<file path="src/rtl/bcd_clock_timer_if.sv">
// ----------------------------------------------------------------------------
// bcd_clock_timer_if
// Bundles the control, load and time/event signals of bcd_clock_timer.
//   enable, count_up, load        : run/pause, direction, one-cycle load strobe
//   load_hh, load_mm, load_ss     : BCD load values {tens, ones}
//   hh, mm, ss                    : current time, BCD {tens, ones}
//   tick_sec, wrap, done, load_err: one-cycle event pulses
// master: the controlling side (drives controls, observes time and events)
// slave : the timer itself
// ----------------------------------------------------------------------------
interface bcd_clock_timer_if;
   logic       enable;
   logic       count_up;
   logic       load;
   logic [7:0] load_hh;
   logic [7:0] load_mm;
   logic [7:0] load_ss;
   logic [7:0] hh;
   logic [7:0] mm;
   logic [7:0] ss;
   logic       tick_sec;
   logic       wrap;
   logic       done;
   logic       load_err;

   modport master (
      output enable, count_up, load, load_hh, load_mm, load_ss,
      input  hh, mm, ss, tick_sec, wrap, done, load_err
   );

   modport slave (
      input  enable, count_up, load, load_hh, load_mm, load_ss,
      output hh, mm, ss, tick_sec, wrap, done, load_err
   );
endinterface

</file>
<file path="src/rtl/bcd_clock_timer.sv">
// ----------------------------------------------------------------------------
// bcd_clock_timer
// Real-time clock / countdown timer. A prescaler derives a one-cycle second
// event from clk; each event advances a cascaded hh:mm:ss BCD counter up or
// down. Loads are range-checked and rejected loads raise load_err.
//
// Parameters:
//   CLK_HZ   : system clock frequency, prescaler divisor (>= 2)
//   HOUR_MOD : hour modulus, 1..99
// Ports:
//   clk      : system clock, rising edge
//   reset_n  : asynchronous active-low reset, clears all state
//   bus      : bcd_clock_timer_if.slave (controls, load values, time, pulses)
// Build option:
//   CLOCK_FAST_SIM_EN : when defined the prescaler divisor is 10 regardless of
//                       CLK_HZ (simulation only; never define for synthesis)
// ----------------------------------------------------------------------------
module bcd_clock_timer #(
   parameter int CLK_HZ   = 100_000_000,
   parameter int HOUR_MOD = 24
) (
   input  logic              clk,
   input  logic              reset_n,
   bcd_clock_timer_if.slave  bus
);

`ifdef CLOCK_FAST_SIM_EN
   localparam int DIV = 10;
`else
   localparam int DIV = CLK_HZ;
`endif
   localparam int             PW     = $clog2(DIV);
   localparam logic [PW-1:0]  TC     = PW'(DIV - 1);
   localparam logic [7:0]     HH_MAX = {4'((HOUR_MOD - 1) / 10), 4'((HOUR_MOD - 1) % 10)};

   logic [PW-1:0] presc_q;
   logic [7:0]    hh_q, mm_q, ss_q;
   logic          tick_q, wrap_q, done_q, err_q;

   logic [7:0]    hh_n, mm_n, ss_n;
   logic          wrap_n, done_n;
   logic          is_zero;
   logic          load_ok;
   logic [7:0]    load_hh_dec;

   // Single-digit BCD step helpers; callers handle the wrap at the field limit.
   function automatic logic [7:0] bcd_inc(input logic [7:0] v);
      return (v[3:0] == 4'd9) ? {v[7:4] + 4'd1, 4'd0} : {v[7:4], v[3:0] + 4'd1};
   endfunction

   function automatic logic [7:0] bcd_dec(input logic [7:0] v);
      return (v[3:0] == 4'd0) ? {v[7:4] - 4'd1, 4'd9} : {v[7:4], v[3:0] - 4'd1};
   endfunction

   // Next time value for a second event. Down-counting holds at 00:00:00, so
   // the hour borrow can only happen while hh is non-zero.
   always_comb begin
      hh_n    = hh_q;
      mm_n    = mm_q;
      ss_n    = ss_q;
      wrap_n  = 1'b0;
      done_n  = 1'b0;
      is_zero = (hh_q == 8'h00) && (mm_q == 8'h00) && (ss_q == 8'h00);
      if (bus.count_up) begin
         if (ss_q == 8'h59) begin
            ss_n = 8'h00;
            if (mm_q == 8'h59) begin
               mm_n = 8'h00;
               if (hh_q == HH_MAX) begin
                  hh_n   = 8'h00;
                  wrap_n = 1'b1;
               end else begin
                  hh_n = bcd_inc(hh_q);
               end
            end else begin
               mm_n = bcd_inc(mm_q);
            end
         end else begin
            ss_n = bcd_inc(ss_q);
         end
      end else if (!is_zero) begin
         if (ss_q == 8'h00) begin
            ss_n = 8'h59;
            if (mm_q == 8'h00) begin
               mm_n = 8'h59;
               hh_n = bcd_dec(hh_q);
            end else begin
               mm_n = bcd_dec(mm_q);
            end
         end else begin
            ss_n = bcd_dec(ss_q);
         end
         done_n = (hh_q == 8'h00) && (mm_q == 8'h00) && (ss_q == 8'h01);
      end
   end

   // Load range check: every digit decimal, minutes/seconds tens at most 5,
   // hours below HOUR_MOD when read as a decimal number.
   always_comb begin
      load_hh_dec = {4'd0, bus.load_hh[7:4]} * 8'd10 + {4'd0, bus.load_hh[3:0]};
      load_ok     = (bus.load_hh[3:0] <= 4'd9) && (bus.load_hh[7:4] <= 4'd9) &&
                    (bus.load_mm[3:0] <= 4'd9) && (bus.load_mm[7:4] <= 4'd5) &&
                    (bus.load_ss[3:0] <= 4'd9) && (bus.load_ss[7:4] <= 4'd5) &&
                    (int'(load_hh_dec) < HOUR_MOD);
   end

   // Prescaler, time registers and event pulses. A load takes priority over a
   // coinciding terminal count, so that second event is dropped entirely.
   always_ff @(posedge clk or negedge reset_n) begin
      if (!reset_n) begin
         presc_q <= '0;
         hh_q    <= 8'h00;
         mm_q    <= 8'h00;
         ss_q    <= 8'h00;
         tick_q  <= 1'b0;
         wrap_q  <= 1'b0;
         done_q  <= 1'b0;
         err_q   <= 1'b0;
      end else begin
         tick_q <= 1'b0;
         wrap_q <= 1'b0;
         done_q <= 1'b0;
         err_q  <= 1'b0;
         if (bus.load) begin
            if (load_ok) begin
               hh_q    <= bus.load_hh;
               mm_q    <= bus.load_mm;
               ss_q    <= bus.load_ss;
               presc_q <= '0;
            end else begin
               err_q <= 1'b1;
            end
         end else if (bus.enable) begin
            if (presc_q == TC) begin
               presc_q <= '0;
               tick_q  <= 1'b1;
               wrap_q  <= wrap_n;
               done_q  <= done_n;
               hh_q    <= hh_n;
               mm_q    <= mm_n;
               ss_q    <= ss_n;
            end else begin
               presc_q <= presc_q + 1'b1;
            end
         end
      end
   end

   assign bus.hh       = hh_q;
   assign bus.mm       = mm_q;
   assign bus.ss       = ss_q;
   assign bus.tick_sec = tick_q;
   assign bus.wrap     = wrap_q;
   assign bus.done     = done_q;
   assign bus.load_err = err_q;

endmodule
</file>
<file path="src/flat_wrapper.sv">
// flat-port wrapper written by rule: the top's interface ports become plain ports
module bcd_clock_timer_flat 
#(
   parameter int CLK_HZ   = 100_000_000,
   parameter int HOUR_MOD = 24
)
  (clk, reset_n, bus_enable, bus_count_up, bus_load, bus_load_hh, bus_load_mm, bus_load_ss, bus_hh, bus_mm, bus_ss, bus_tick_sec, bus_wrap, bus_done, bus_load_err);
  bcd_clock_timer_if bus_i ();
  input  logic clk;
  input  logic reset_n;
  input wire logic [$bits(bus_i.enable)-1:0] bus_enable;
  input wire logic [$bits(bus_i.count_up)-1:0] bus_count_up;
  input wire logic [$bits(bus_i.load)-1:0] bus_load;
  input wire logic [$bits(bus_i.load_hh)-1:0] bus_load_hh;
  input wire logic [$bits(bus_i.load_mm)-1:0] bus_load_mm;
  input wire logic [$bits(bus_i.load_ss)-1:0] bus_load_ss;
  output wire logic [$bits(bus_i.hh)-1:0] bus_hh;
  output wire logic [$bits(bus_i.mm)-1:0] bus_mm;
  output wire logic [$bits(bus_i.ss)-1:0] bus_ss;
  output wire logic [$bits(bus_i.tick_sec)-1:0] bus_tick_sec;
  output wire logic [$bits(bus_i.wrap)-1:0] bus_wrap;
  output wire logic [$bits(bus_i.done)-1:0] bus_done;
  output wire logic [$bits(bus_i.load_err)-1:0] bus_load_err;
  assign bus_i.enable = bus_enable;
  assign bus_i.count_up = bus_count_up;
  assign bus_i.load = bus_load;
  assign bus_i.load_hh = bus_load_hh;
  assign bus_i.load_mm = bus_load_mm;
  assign bus_i.load_ss = bus_load_ss;
  assign bus_hh = bus_i.hh;
  assign bus_mm = bus_i.mm;
  assign bus_ss = bus_i.ss;
  assign bus_tick_sec = bus_i.tick_sec;
  assign bus_wrap = bus_i.wrap;
  assign bus_done = bus_i.done;
  assign bus_load_err = bus_i.load_err;
  bcd_clock_timer #(.CLK_HZ(CLK_HZ), .HOUR_MOD(HOUR_MOD)) u_core (.clk(clk), .reset_n(reset_n), .bus(bus_i));
endmodule
</file>
<file path="config.mk">
export PLATFORM = sky130hd
export DESIGN_NAME = bcd_clock_timer_flat
export DESIGN_NICKNAME = d
export VERILOG_FILES = /design/src/rtl/bcd_clock_timer_if.sv /design/src/rtl/bcd_clock_timer.sv /design/src/flat_wrapper.sv
export SDC_FILE = /design/constraint.sdc
export NUM_CORES = 1
export LEC_CHECK = 0
export ABC_AREA = 1
export CORE_MARGIN = 3
export CORE_UTILIZATION = 52
export DETAILED_ROUTE_END_ITERATION = 16
export PLACE_DENSITY_LB_ADDON = 0.08
export SYNTH_ARGS = -nofsm -noshare
export SYNTH_HDL_FRONTEND = slang
export SYNTH_SLANG_ARGS = --single-unit
</file>
<file path="constraint.sdc">
create_clock -name clk -period 1.8 [get_ports clk]
set_input_delay 0.36 -clock clk [delete_from_list [all_inputs] [get_ports clk]]
set_output_delay 0.36 -clock clk [all_outputs]
set_load 0.05 [all_outputs]
</file>
==> qor.txt, run 1 <==
CTS tree -> yes
Worst setup margin -> -0.623 ns
Post-route ant nets -> 0
Worst hold path type -> in2async
Die W -> 102 µm
Syn_nets -> 741
Port bufs -> 56
Number of synthesized flops with an enable pin -> 0
Reg clk slew, reported paths -> 0.11 ns
PwrDens -> 662 mW/mm²
Yosys reg bits -> 55
Initial cell density of the core -> 0.544
Slowest cell on the critical path -> fa_1
Fin crit share -> 1.35
Die height -> 102 µm
Detailed Place HPWL -> 12,000 µm
Final GP Congestion -> 1.00
Count leader, synth -> nand2_1
Distinct cells, synth -> 55
Post-synth top area share -> 0.284
Syn Inst Count -> 683
CP dominant cell by count -> nand2_1
Hold Fails Final Rpt -> 0
Vias/cell -> 5.57
Register area -> 0.00138 mm²
H-tree Lvls -> 2
Most used flip-flop cell after synthesis -> dfrtp_1
Clock latency on the worst-skew pair -> 0.32 ns
Multiplexer area fraction after synthesis -> 0.00207
Synth area leaders -> dfrtp_1 28%, nand2_1 14%, ha_1 7.2%
First-pass GRT wire length -> 24,800 µm
Final Setup Violations -> 52
Fmax -> 0.413 GHz
Core area -> 0.00889 mm²
Ratio of cells with drive above 1 in the final layout -> 0.323
CTS Sinks -> 55
Total negative slack -> -29.38 ns
Simple logic cell fraction of the synthesized area -> 0.373
Worst setup SP type -> input pin
Launch point of the worst reg-to-reg path -> u_core.bus.ss[5]
Largest stage delay, worst path -> 0.47 ns
Number of global-route vias before repair -> 5,263
Placed insts -> 961
Max Root-Sink Buffers -> 2
Leading area contributor after synthesis -> dfrtp_1
Syn Std Cell Area -> 0.00484 mm²
Max VDD drop -> 0.603 mV
Number of buffers created by CTS -> 5
Drt first pass iters -> 5
Nets -> 926
Gr ovfl total -> 0
Die area -> 0.0105 mm²
DR vias -> 5,439
Layout filler cell count -> 658
Top cells by count, synth -> 177 x nand2_1, 71 x inv_1, 65 x nor2_1
Shortest period the worst path allows -> 2.42 ns
Critical Path, Cell by Cell -> buf_8 -> ha_4 -> ha_4 -> fa_1 -> nand2_1 -> inv_2 -> nand3_2 -> nand2_2 -> nand2_1 -> nand2_1 -> nor2_2 -> nand3_4 -> o21ai_4 -> buf_6 -> nand3_4 -> nand2_1 -> nand2_1
Fin cells -> 976
Slew HR -> 0.650
Failing checks -> setup timing
Clock Skew -> 0.0151 ns
Ant. Diodes -> 0
GRT Total Usage -> 0.296
Data required, critical path -> 2.02 ns
DRC errors left -> 0
Pleak -> 3.36 nW
Placement Rows -> 34
Pre-CTS setup slack -> -1.43 ns
Initial antenna violation count -> 0
Initial DRC count -> 298
YS warnings -> 0
Slew @ Worst Pin -> 0.523 ns
Largest net degree at the start of global routing -> 56
Worst setup startpoint -> bus_load_hh[7]
RSZ-0062 raised after global routing -> true
Synth Area in Adders -> 0.0765
Largest family of logic cells by synthesized area -> simple AND/OR/NAND/NOR gates
Xor-xnor portion of the synthesized cell area -> 0.0649
Outcome -> finished with violations
Synth Area in Compound Gates -> 0.114
P&R area growth vs syn -> 43.6%
Drt wl/cell -> 16.4 µm
Seq/Total Area, Yosys -> 0.284
CP arrival -> 2.64 ns
Multi-input gate area -> 0.00338 mm²
IO Count -> 57
Max FO, Critical Path -> 5
Slew Limit Fails -> 0
Async set-reset flop share out of synthesis -> 1.00
CP Class -> in2reg
Post-Route WL -> 16,000 µm
Crit. End Element -> register
Syn avg cell area -> 7.09 µm²
CTS root buf -> clkbuf_8
Max Cap Viol -> 0
-- per-layer routing --
layer	vias to the layer above	GRT usage	share of wire
met5	-	0	0
met4	0	0.0777	0.022
met3	30	0.0389	0.065
met2	211	0.515	0.50
met1	2558	0.388	0.42
li1	2640	-	-
-- final timing paths --
| kind | to | slack, ns | cells after the start |
|---|---|---|---|
| max | u_core.bus.mm[4] | -0.62 | 17 |
| min | u_core.presc_q[18] | 0.006 | 2 |
| max reg2reg | u_core.bus.mm[4] | -0.22 | 10 |
| min reg2reg | u_core.bus.mm[6] | 0.57 | 2 |
| max in group asynchronous | u_core.presc_q[2] | 1.48 | 2 |
| min in group clk | u_core.bus.hh[4] | 0.51 | 4 |
-- registers in the layout, summed over array words and instances (netlist names) --
register             cells
u_core.presc_q          27
u_core.bus.tick_sec      1
u_core.bus.ss            8
u_core.bus.load_err      1
u_core.bus.mm            8
u_core.bus.wrap          1
u_core.bus.done          1
u_core.bus.hh            8
-- critical path: cells and delay by family --
family / cells / cell delay, ns
AND/OR/NAND/NOR: 10 / 0.89
buffers and inverters: 3 / 0.30
adder cells (fa/ha/maj): 3 / 0.86
AO/OA/AOI/OAI: 1 / 0.24
-- timing repair --
action                                  in CTS  in global routing
gates resized for setup                     42                 52
gates cloned                                 1                  5
hold buffers                                 0                  0
endpoints found under the setup margin      53                 54
pin swaps                                   18                 23
buffers inserted                             1                  1
-- kinds of logic (layout without fill, tap and decap cells) --
logic type      count (synthesis)  after routing
simple gates                  380            382
xor+xnor                       35             35
compound gates                 88             88
flops                          55             55
buf+inv                        95            278
mux                             1              1
fa+ha+maj                      29             29
-- area by class of cell --
type	instances	area share
Timing Repair Buffer	189	0.227
Multi-Input combinational cell	535	0.486
Tap cell	108	0.0194
Clock buffer	5	0.00990
Inverter	79	0.0477
Timing Repair inverter	3	0.00558
Sequential cell	55	0.198
Clock inverter	2	0.00540
-- placed cells by master (no fill, tap or decap), types with 3 or more instances in the layout --
cell | netlist | final
o221ai_1 | 3 | 3
nor2_2 | 6 | 7
ha_4 | 0 | 3
a31oi_1 | 3 | 3
nand4_1 | 25 | 25
nand3_1 | 54 | 51
a221oi_1 | 4 | 4
nand2_1 | 177 | 138
nor3_1 | 24 | 24
o2111ai_1 | 3 | 3
o21ai_2 | 8 | 10
dfrtp_1 | 55 | 53
ha_1 | 28 | 24
buf_12 | 0 | 5
o211ai_1 | 8 | 8
clkdlybuf4s50_1 | 0 | 23
inv_8 | 0 | 3
nand2_4 | 1 | 13
inv_2 | 5 | 6
o21ai_1 | 7 | 17
xor2_1 | 25 | 25
nor4_1 | 5 | 3
xnor2_1 | 9 | 9
buf_2 | 5 | 3
clkbuf_8 | 0 | 5
a21oi_1 | 11 | 10
inv_1 | 71 | 70
nand3_4 | 2 | 4
nor2_1 | 65 | 62
nor2_4 | 3 | 6
o21ai_0 | 34 | 21
buf_6 | 3 | 4
nand2_2 | 6 | 33
nor4_4 | 2 | 3
buf_4 | 3 | 151
-- metrics by stage --
stage           util  power, mW  cell area (µm²)  hold WS, ns
6_report       0.781       4.60             6950      0.00635
5_1_grt        0.781       4.83             6950       0.0296
4_1_cts        0.750       4.51             6670       0.0335
3_5_place_dp   0.727       3.62             6460        0.390
3_3_place_gp   0.727       3.54             6460        0.384
2_1_floorplan      -       2.71             4920       0.0644
-- report_power, final --
group          switching, mW  internal, mW  leakage (nW)
Sequential            0.0796          1.34         0.743
Clock                  0.457         0.408        0.0502
Combinational           1.38         0.932          2.57
Total                   1.92          2.68          3.36
No activity file was read; power rests on OpenSTA's default activity.
==> run 2: changes to the inputs <==
- clock period: 1.8 -> 2 ns (I/O delays scaled with it)
==> run 2 against run 1 <==
The flow still finishes with violations (setup timing). Non-clock buffer count decreased by 45. Clock skew decreased by 0.0088 ns. Register-to-register slack improved by 0.19 ns. Worst setup slack improved by 0.20 ns. Final area decreased by 3.6%. Clock power decreased by 5.1%. Critical path depth decreased by 1. Total power decreased by 13%. Via count decreased by 3.3%. Count of clock-buffer cells in the layout increased by 1. Sequential power decreased by 6%.
==> qor.txt, run 2 (synthesized netlist as in run 1, its figures left out) <==
Outcome -> finished with violations (unchanged)
Failing checks -> setup timing (unchanged)
Number of buffers created by CTS -> 5 (unchanged)
Layout filler cell count -> 668 (was 658)
Slew @ Worst Pin -> 0.543 ns (was 0.523 ns)
Most frequent cells in the layout -> 126 x nand2_1, 102 x buf_4, 70 x inv_1, 64 x nor2_1, 55 x dfrtp_1 (was 151 x buf_4, 138 x nand2_1, 70 x inv_1, 62 x nor2_1, 53 x dfrtp_1)
CP arrival -> 2.65 ns (was 2.64 ns)
Initial cell density of the core -> 0.544 (unchanged)
Die area -> 0.0105 mm² (unchanged)
Max VDD drop -> 0.621 mV (was 0.603 mV)
Worst hold path type -> in2async (unchanged)
CTS Sinks -> 55 (unchanged)
Critical Path, Cell by Cell -> buf_8 -> ha_4 -> ha_4 -> fa_1 -> nand2_1 -> inv_2 -> nand3_2 -> nand2_2 -> nand2_1 -> nand2_1 -> nand2_2 -> nand3_4 -> nand2_8 -> nand2_8 -> clkbuf_16 -> o21ai_2 (was buf_8 -> ha_4 -> ha_4 -> fa_1 -> nand2_1 -> inv_2 -> nand3_2 -> nand2_2 -> nand2_1 -> nand2_1 -> nor2_2 -> nand3_4 -> o21ai_4 -> buf_6 -> nand3_4 -> nand2_1 -> nand2_1)
Slew Limit Fails -> 0 (unchanged)
Family with the most delay on the worst path -> adder cells (was simple AND/OR/NAND/NOR gates)
Max FO, Critical Path -> 8 (was 5)
Port bufs -> 56 (unchanged)
Hold-fix buffers, CTS -> 0 (unchanged)
Final instance area -> 0.00670 mm² (was 0.00695 mm²)
Core area -> 0.00889 mm² (unchanged)
Initial antenna violation count -> 0 (unchanged)
Internal power -> 2.33 mW (was 2.68 mW)
Clock network power share -> 0.205 (was 0.188)
RSZ-0062 raised after global routing -> true (unchanged)
Max Cap Viol -> 0 (unchanged)
Nets -> 881 (was 926)
Ant. Diodes -> 0 (unchanged)
First-pass GRT wire length -> 23,400 µm (was 24,800 µm)
P&R area growth vs syn -> 38.4% (was 43.6%)
Die W -> 102 µm (unchanged)
Clock latency on the worst-skew pair -> 0.32 ns (about the same)
Crit. End Element -> register (unchanged)
Hold Fails Final Rpt -> 0 (unchanged)
Fmax -> 0.413 GHz
Combinational Power Share -> 0.464 (was 0.503)
Post-Route WL -> 15,300 µm (was 16,000 µm)
Shortest period the worst path allows -> 2.42 ns
Drt wl/cell -> 16.4 µm (about the same)
GRT Total Usage -> 0.279 (was 0.296)
Pre-CTS setup slack -> -1.25 ns (was -1.43 ns)
Worst setup SP type -> input pin (unchanged)
Placement Rows -> 34 (unchanged)
Worst setup margin -> -0.422 ns (was -0.623 ns)
CTS root buf -> clkbuf_8 (unchanged)
Vias/cell -> 5.64 (was 5.57)
WP buf/inv -> 3 (unchanged)
Slowest cell on the critical path -> fa_1 (unchanged)
Biggest register -> u_core.presc_q (unchanged)
CTS tree -> yes (unchanged)
Commonest non-fill, non-tap cell in the layout -> nand2_1 (was buf_4)
Clock Skew -> 0.00639 ns (was 0.0151 ns)
Slew HR -> 0.636 (was 0.650)
Number of global-route vias before repair -> 4,993 (was 5,263)
IO Count -> 57 (unchanged)
Drt first pass iters -> 5 (unchanged)
Ratio of cells with drive above 1 in the final layout -> 0.300 (was 0.323)
DRC errors left -> 0 (unchanged)
Net Switching -> 1.68 mW (was 1.92 mW)
Final Setup Violations -> 52 (unchanged)
CP dominant cell by count -> nand2_1 (unchanged)
Max Root-Sink Buffers -> 2 (unchanged)
Tot Pwr -> 4.01 mW (was 4.60 mW)
PwrDens -> 598 mW/mm² (was 662 mW/mm²)
Sequential Power Share -> 0.331 (was 0.309)
Multi-input gate area -> 0.00344 mm² (was 0.00338 mm²)
Placed Area -> 0.00611 mm² (was 0.00646 mm²)
Post-route ant nets -> 0 (unchanged)
Register area -> 0.00138 mm² (about the same)
Final GP Congestion -> 1.03 (was 1.00)
Sw Share -> 0.418 (was 0.417)
H-tree Lvls -> 2 (unchanged)
Detailed Place HPWL -> 11,100 µm (was 12,000 µm)
CP Class -> in2reg (unchanged)
Util after Layout -> 0.754 (was 0.781)
Initial DRC count -> 316 (was 298)
DR vias -> 5,259 (was 5,439)
Worst hold slack -> 0.0740 ns (was 0.00635 ns)
Largest stage delay, worst path -> 0.51 ns (was 0.47 ns)
Largest net degree at the start of global routing -> 56 (unchanged)
Max FFs per register -> 27 (unchanged)
Die height -> 102 µm (unchanged)
Fin crit share -> 1.21
Reg clk slew, reported paths -> 0.10 ns (was 0.11 ns)
Gr ovfl total -> 0 (unchanged)
Pleak -> 3.22 nW (was 3.36 nW)
Data required, critical path -> 2.23 ns (was 2.02 ns)
==> run 2: cell types whose count changed in the layout (fill, tap and decap cells not counted), sizes merged <==
cell           before  now
buf               165  114
clkdlybuf4s50      23   27
clkbuf              6    8
clkinvlp            1    0
dlymetal6s2s        0    1
inv                79   80
==> run 2: final cells by class <==
| type | count | area share |
|---|---|---|
| clock buffer | 6 | 0.0123 |
| tap | 108 | 0.0202 |
| timing repair inverter | 3 | 0.00579 |
| timing repair buffer | 144 | 0.188 |
| inverter | 79 | 0.0495 |
| multi-input combinational | 535 | 0.513 |
| sequential | 55 | 0.205 |
| clock inverter | 2 | 0.00579 |
==> run 2: routing by layer <==
layer	wire (µm)	track usage	vias up
li1	-	-	2556
met1	6360	0.364	2461
met2	7460	0.466	202
met3	1040	0.0444	40
met4	406	0.103	0
met5	0	0	-
==> run 2: worst paths after layout <==
path / depth (start not counted) / slack [ns] / startpoint / end
worst max-delay path: 16 / -0.42 / bus_load_hh[5] / u_core.presc_q[26]
worst min-delay path: 2 / 0.07 / reset_n / u_core.presc_q[16]
worst max register to register: 9 / -0.03 / u_core.bus.mm[1] / u_core.bus.hh[1]
worst min register to register: 2 / 0.55 / u_core.bus.mm[6] / u_core.bus.mm[6]
max in group asynchronous: 2 / 1.67 / reset_n / u_core.presc_q[15]
min in group clk: 4 / 0.52 / bus_load_hh[5] / u_core.bus.hh[5]
==> run 2: power by group through the flow <==
stage               clock network (mW)  registers [mW]  logic [mW]
global route                     0.869            1.35        2.02
finish                           0.822            1.33        1.86
detailed placement                   0            1.34        1.72
global placement                     0            1.34        1.68
floorplan                            0            1.64       0.801
CTS                              0.827            1.32        1.76
==> run 2: timing repair <==
item | 4_1_cts | 5_1_grt
gates cloned | 1 | 6
setup buffers | 0 | 1
pin swaps | 20 | 26
endpoints found under the setup margin | 52 | 54
gates resized for setup | 41 | 71
==> run 2: through the flow <==
stage	setup TNS, ns	instances
after global routing	-25.38	932
after detailed placement	-60.99	916
after global placement	-57.34	916
final	-19.08	932
after floorplan	-23.17	683
after CTS	-19.38	925
==> run 3: changes to the inputs <==
- PLACE_DENSITY_LB_ADDON: 0.08 -> 0.05
- TNS_END_PERCENT: not set -> 1
==> run 3 against run 2 <==
Critical path depth did not move. Critical endpoint is now u_core.bus.mm[5]. Non-clock buffer count rose by 14. Routed wire length fell by 4.6%. Count of clock-buffer cells in the layout rose by 1. Via count fell by 0.57%. Global-route usage rose by 0.71 points. The flow still finishes with violations (setup timing). Worst setup slack got worse by 0.014 ns. Clock power fell by 11%.
==> qor.txt, run 3 (synthesized netlist as in run 1, its figures left out) <==
Outcome -> finished with violations (unchanged)
Failing checks -> setup timing (unchanged)
Initial cell density of the core -> 0.544 (unchanged)
Number of buffers created by CTS -> 5 (unchanged)
Final GP Congestion -> 0.916 (was 1.03)
Slew Limit Fails -> 0 (unchanged)
Biggest register -> u_core.presc_q (unchanged)
Worst Setup EP -> u_core.bus.mm[5] (was u_core.presc_q[26])
Fin crit share -> 1.22 (was 1.21)
Highest routing layer actually used -> met4 (unchanged)
Worst hold path type -> in2async (unchanged)
Max Root-Sink Buffers -> 2 (unchanged)
RSZ-0062 raised after global routing -> true (unchanged)
Initial antenna violation count -> 0 (unchanged)
Hold Fails Final Rpt -> 0 (unchanged)
Final instance area -> 0.00647 mm² (was 0.00670 mm²)
Met3 wire len -> 818 µm (was 1040 µm)
Placed Area -> 0.00618 mm² (was 0.00611 mm²)
Worst setup SP type -> input pin (unchanged)
FF-to-FF End -> u_core.presc_q[15] (was u_core.bus.hh[1])
Slew HR -> 0.607 (was 0.636)
Nets -> 892 (was 881)
CTS tree -> yes (unchanged)
Hold-fix buffers, CTS -> 0 (unchanged)
Final Setup Violations -> 52 (unchanged)
Max FO, Critical Path -> 6 (was 8)
Max VDD drop -> 0.325 mV (was 0.621 mV)
Reg clk slew, reported paths -> 0.11 ns (was 0.10 ns)
Core area -> 0.00889 mm² (unchanged)
Total negative slack -> -19.85 ns (was -19.08 ns)
Drt first pass iters -> 5 (unchanged)
H-tree Lvls -> 2 (unchanged)
PwrDens -> 598 mW/mm² (about the same)
Ratio of cells with drive above 1 in the final layout -> 0.244 (was 0.300)
GRT Total Usage -> 0.286 (was 0.279)
Die height -> 102 µm (unchanged)
Worst r2r path cells -> 10 (was 9)
CTS Sinks -> 55 (unchanged)
Ant. Diodes -> 0 (unchanged)
Worst setup startpoint -> bus_load_hh[5] (unchanged)
Fmax -> 0.411 GHz (was 0.413 GHz)
Detailed Place HPWL -> 11,400 µm (was 11,100 µm)
Most frequent cells in the layout -> 166 x nand2_1, 119 x buf_4, 70 x inv_1, 64 x nor2_1, 55 x dfrtp_1 (was 126 x nand2_1, 102 x buf_4, 70 x inv_1, 64 x nor2_1, 55 x dfrtp_1)
Initial DRC count -> 360 (was 316)
Largest net degree at the start of global routing -> 28 (was 56)
Die area -> 0.0105 mm² (unchanged)
Port bufs -> 56 (unchanged)
Max FFs per register -> 27 (unchanged)
Clock latency on the worst-skew pair -> 0.32 ns (about the same)
Slew @ Worst Pin -> 0.587 ns (was 0.543 ns)
Launch point of the worst reg-to-reg path -> u_core.presc_q[12] (was u_core.bus.mm[1])
Pre-CTS setup slack -> -1.27 ns (was -1.25 ns)
P&R area growth vs syn -> 33.8% (was 38.4%)
Pleak -> 3.12 nW (was 3.22 nW)
Crit. End Element -> register (unchanged)
CP Class -> in2reg (unchanged)
R2R setup slack -> -0.11 ns (was -0.03 ns)
DR vias -> 5,229 (was 5,259)
Vias/cell -> 5.55 (was 5.64)
Drt wl/cell -> 15.4 µm (was 16.4 µm)
M1 WL -> 6250 µm (was 6360 µm)
Met2 routed WL -> 7260 µm (was 7460 µm)
Data required, critical path -> 2.22 ns (was 2.23 ns)
Number of global-route vias before repair -> 5,033 (was 4,993)
Post-Route WL -> 14,600 µm (was 15,300 µm)
Worst setup margin -> -0.436 ns (was -0.422 ns)
Shortest period the worst path allows -> 2.44 ns (was 2.42 ns)
Placement Rows -> 34 (unchanged)
Clock Skew -> 0.00944 ns (was 0.00639 ns)
Gr ovfl total -> 0 (unchanged)
Die W -> 102 µm (unchanged)
IO Count -> 57 (unchanged)
Commonest non-fill, non-tap cell in the layout -> nand2_1 (unchanged)
Max Cap Viol -> 0 (unchanged)
Util after Layout -> 0.728 (was 0.754)
CTS root buf -> clkbuf_8 (unchanged)
First-pass GRT wire length -> 23,900 µm (was 23,400 µm)
Post-route ant nets -> 0 (unchanged)
CP arrival -> 2.66 ns (was 2.65 ns)
DRC errors left -> 0 (unchanged)
## run 3: cell count changes in the layout (fill, tap and decap cells not counted), moves of 4 or more
cell     change
buf_4       +17
nand2_1     +40
nand2_2     -30
nand2_4      -9
o21ai_0      +8
o21ai_1      +4
o21ai_2     -12
## run 3: what timing repair did
| action | in CTS | in global routing |
|---|---|---|
| resized for setup | 40 | 23 |
| gates cloned | 1 | 1 |
| buffers inserted | 0 | 1 |
| pin swaps | 25 | 14 |
| endpoints found under the setup margin | 52 | 55 |
## run 3: critical path, cell delays in order
cell,delay (ns)
buf_8,0.10
ha_4,0.24
ha_4,0.16
fa_1,0.53
nand2_1,0.07
inv_2,0.08
nand3_2,0.09
nand3_2,0.07
nand2_1,0.07
nor2_2,0.12
nand3_4,0.12
o21ai_4,0.19
buf_12,0.16
nand3_4,0.10
nand2_2,0.10
nand2_2,0.05
## run 3: worst min-delay path by stage
| stage | depth (start not counted) | end | slack (ns) |
|---|---|---|---|
| 3_3_place_gp | 1 | u_core.presc_q[16] | 0.38 |
| 6_report | 1 | u_core.presc_q[17] | 0.02 |
| 3_5_place_dp | 1 | u_core.presc_q[16] | 0.39 |
| 2_1_floorplan | 0 | u_core.bus.done | 0.10 |
| 4_1_cts | 1 | u_core.presc_q[16] | 0.05 |
| 5_1_grt | 1 | u_core.presc_q[17] | 0.05 |
## run 3: per-layer routing
| layer | track usage | vias up |
|---|---|---|
| li1 | - | 2579 |
| met1 | 0.377 | 2459 |
| met2 | 0.498 | 172 |
| met3 | 0.0348 | 19 |
| met4 | 0.0727 | 0 |
| met5 | 0 | - |
## run 3: cell type report
type	instances	area, µm²
Fill cell	717	2420
Multi-Input combinational cell	535	3230
Tap cell	108	135
Clock buffer	7	96.3
Inverter	79	329
Timing Repair Buffer	158	1300
Sequential cell	55	1380
Clock inverter	1	7.51
## run 3: per-stage QoR
step           instances  total power [mW]  hold WS (ns)
2_1_floorplan        683              2.42         0.104
3_3_place_gp         932              3.05         0.383
3_5_place_dp         932              3.10         0.395
4_1_cts              941              3.83        0.0532
5_1_grt              943              4.09        0.0519
6_report             943              3.87        0.0188
## run 3: where the power goes
| part | leakage [nW] | internal [mW] | switching, mW |
|---|---|---|---|
| registers | 0.746 | 1.21 | 0.0958 |
| clock network | 0.0505 | 0.317 | 0.412 |
| logic | 2.32 | 0.704 | 1.14 |
| total | 3.12 | 2.23 | 1.65 |
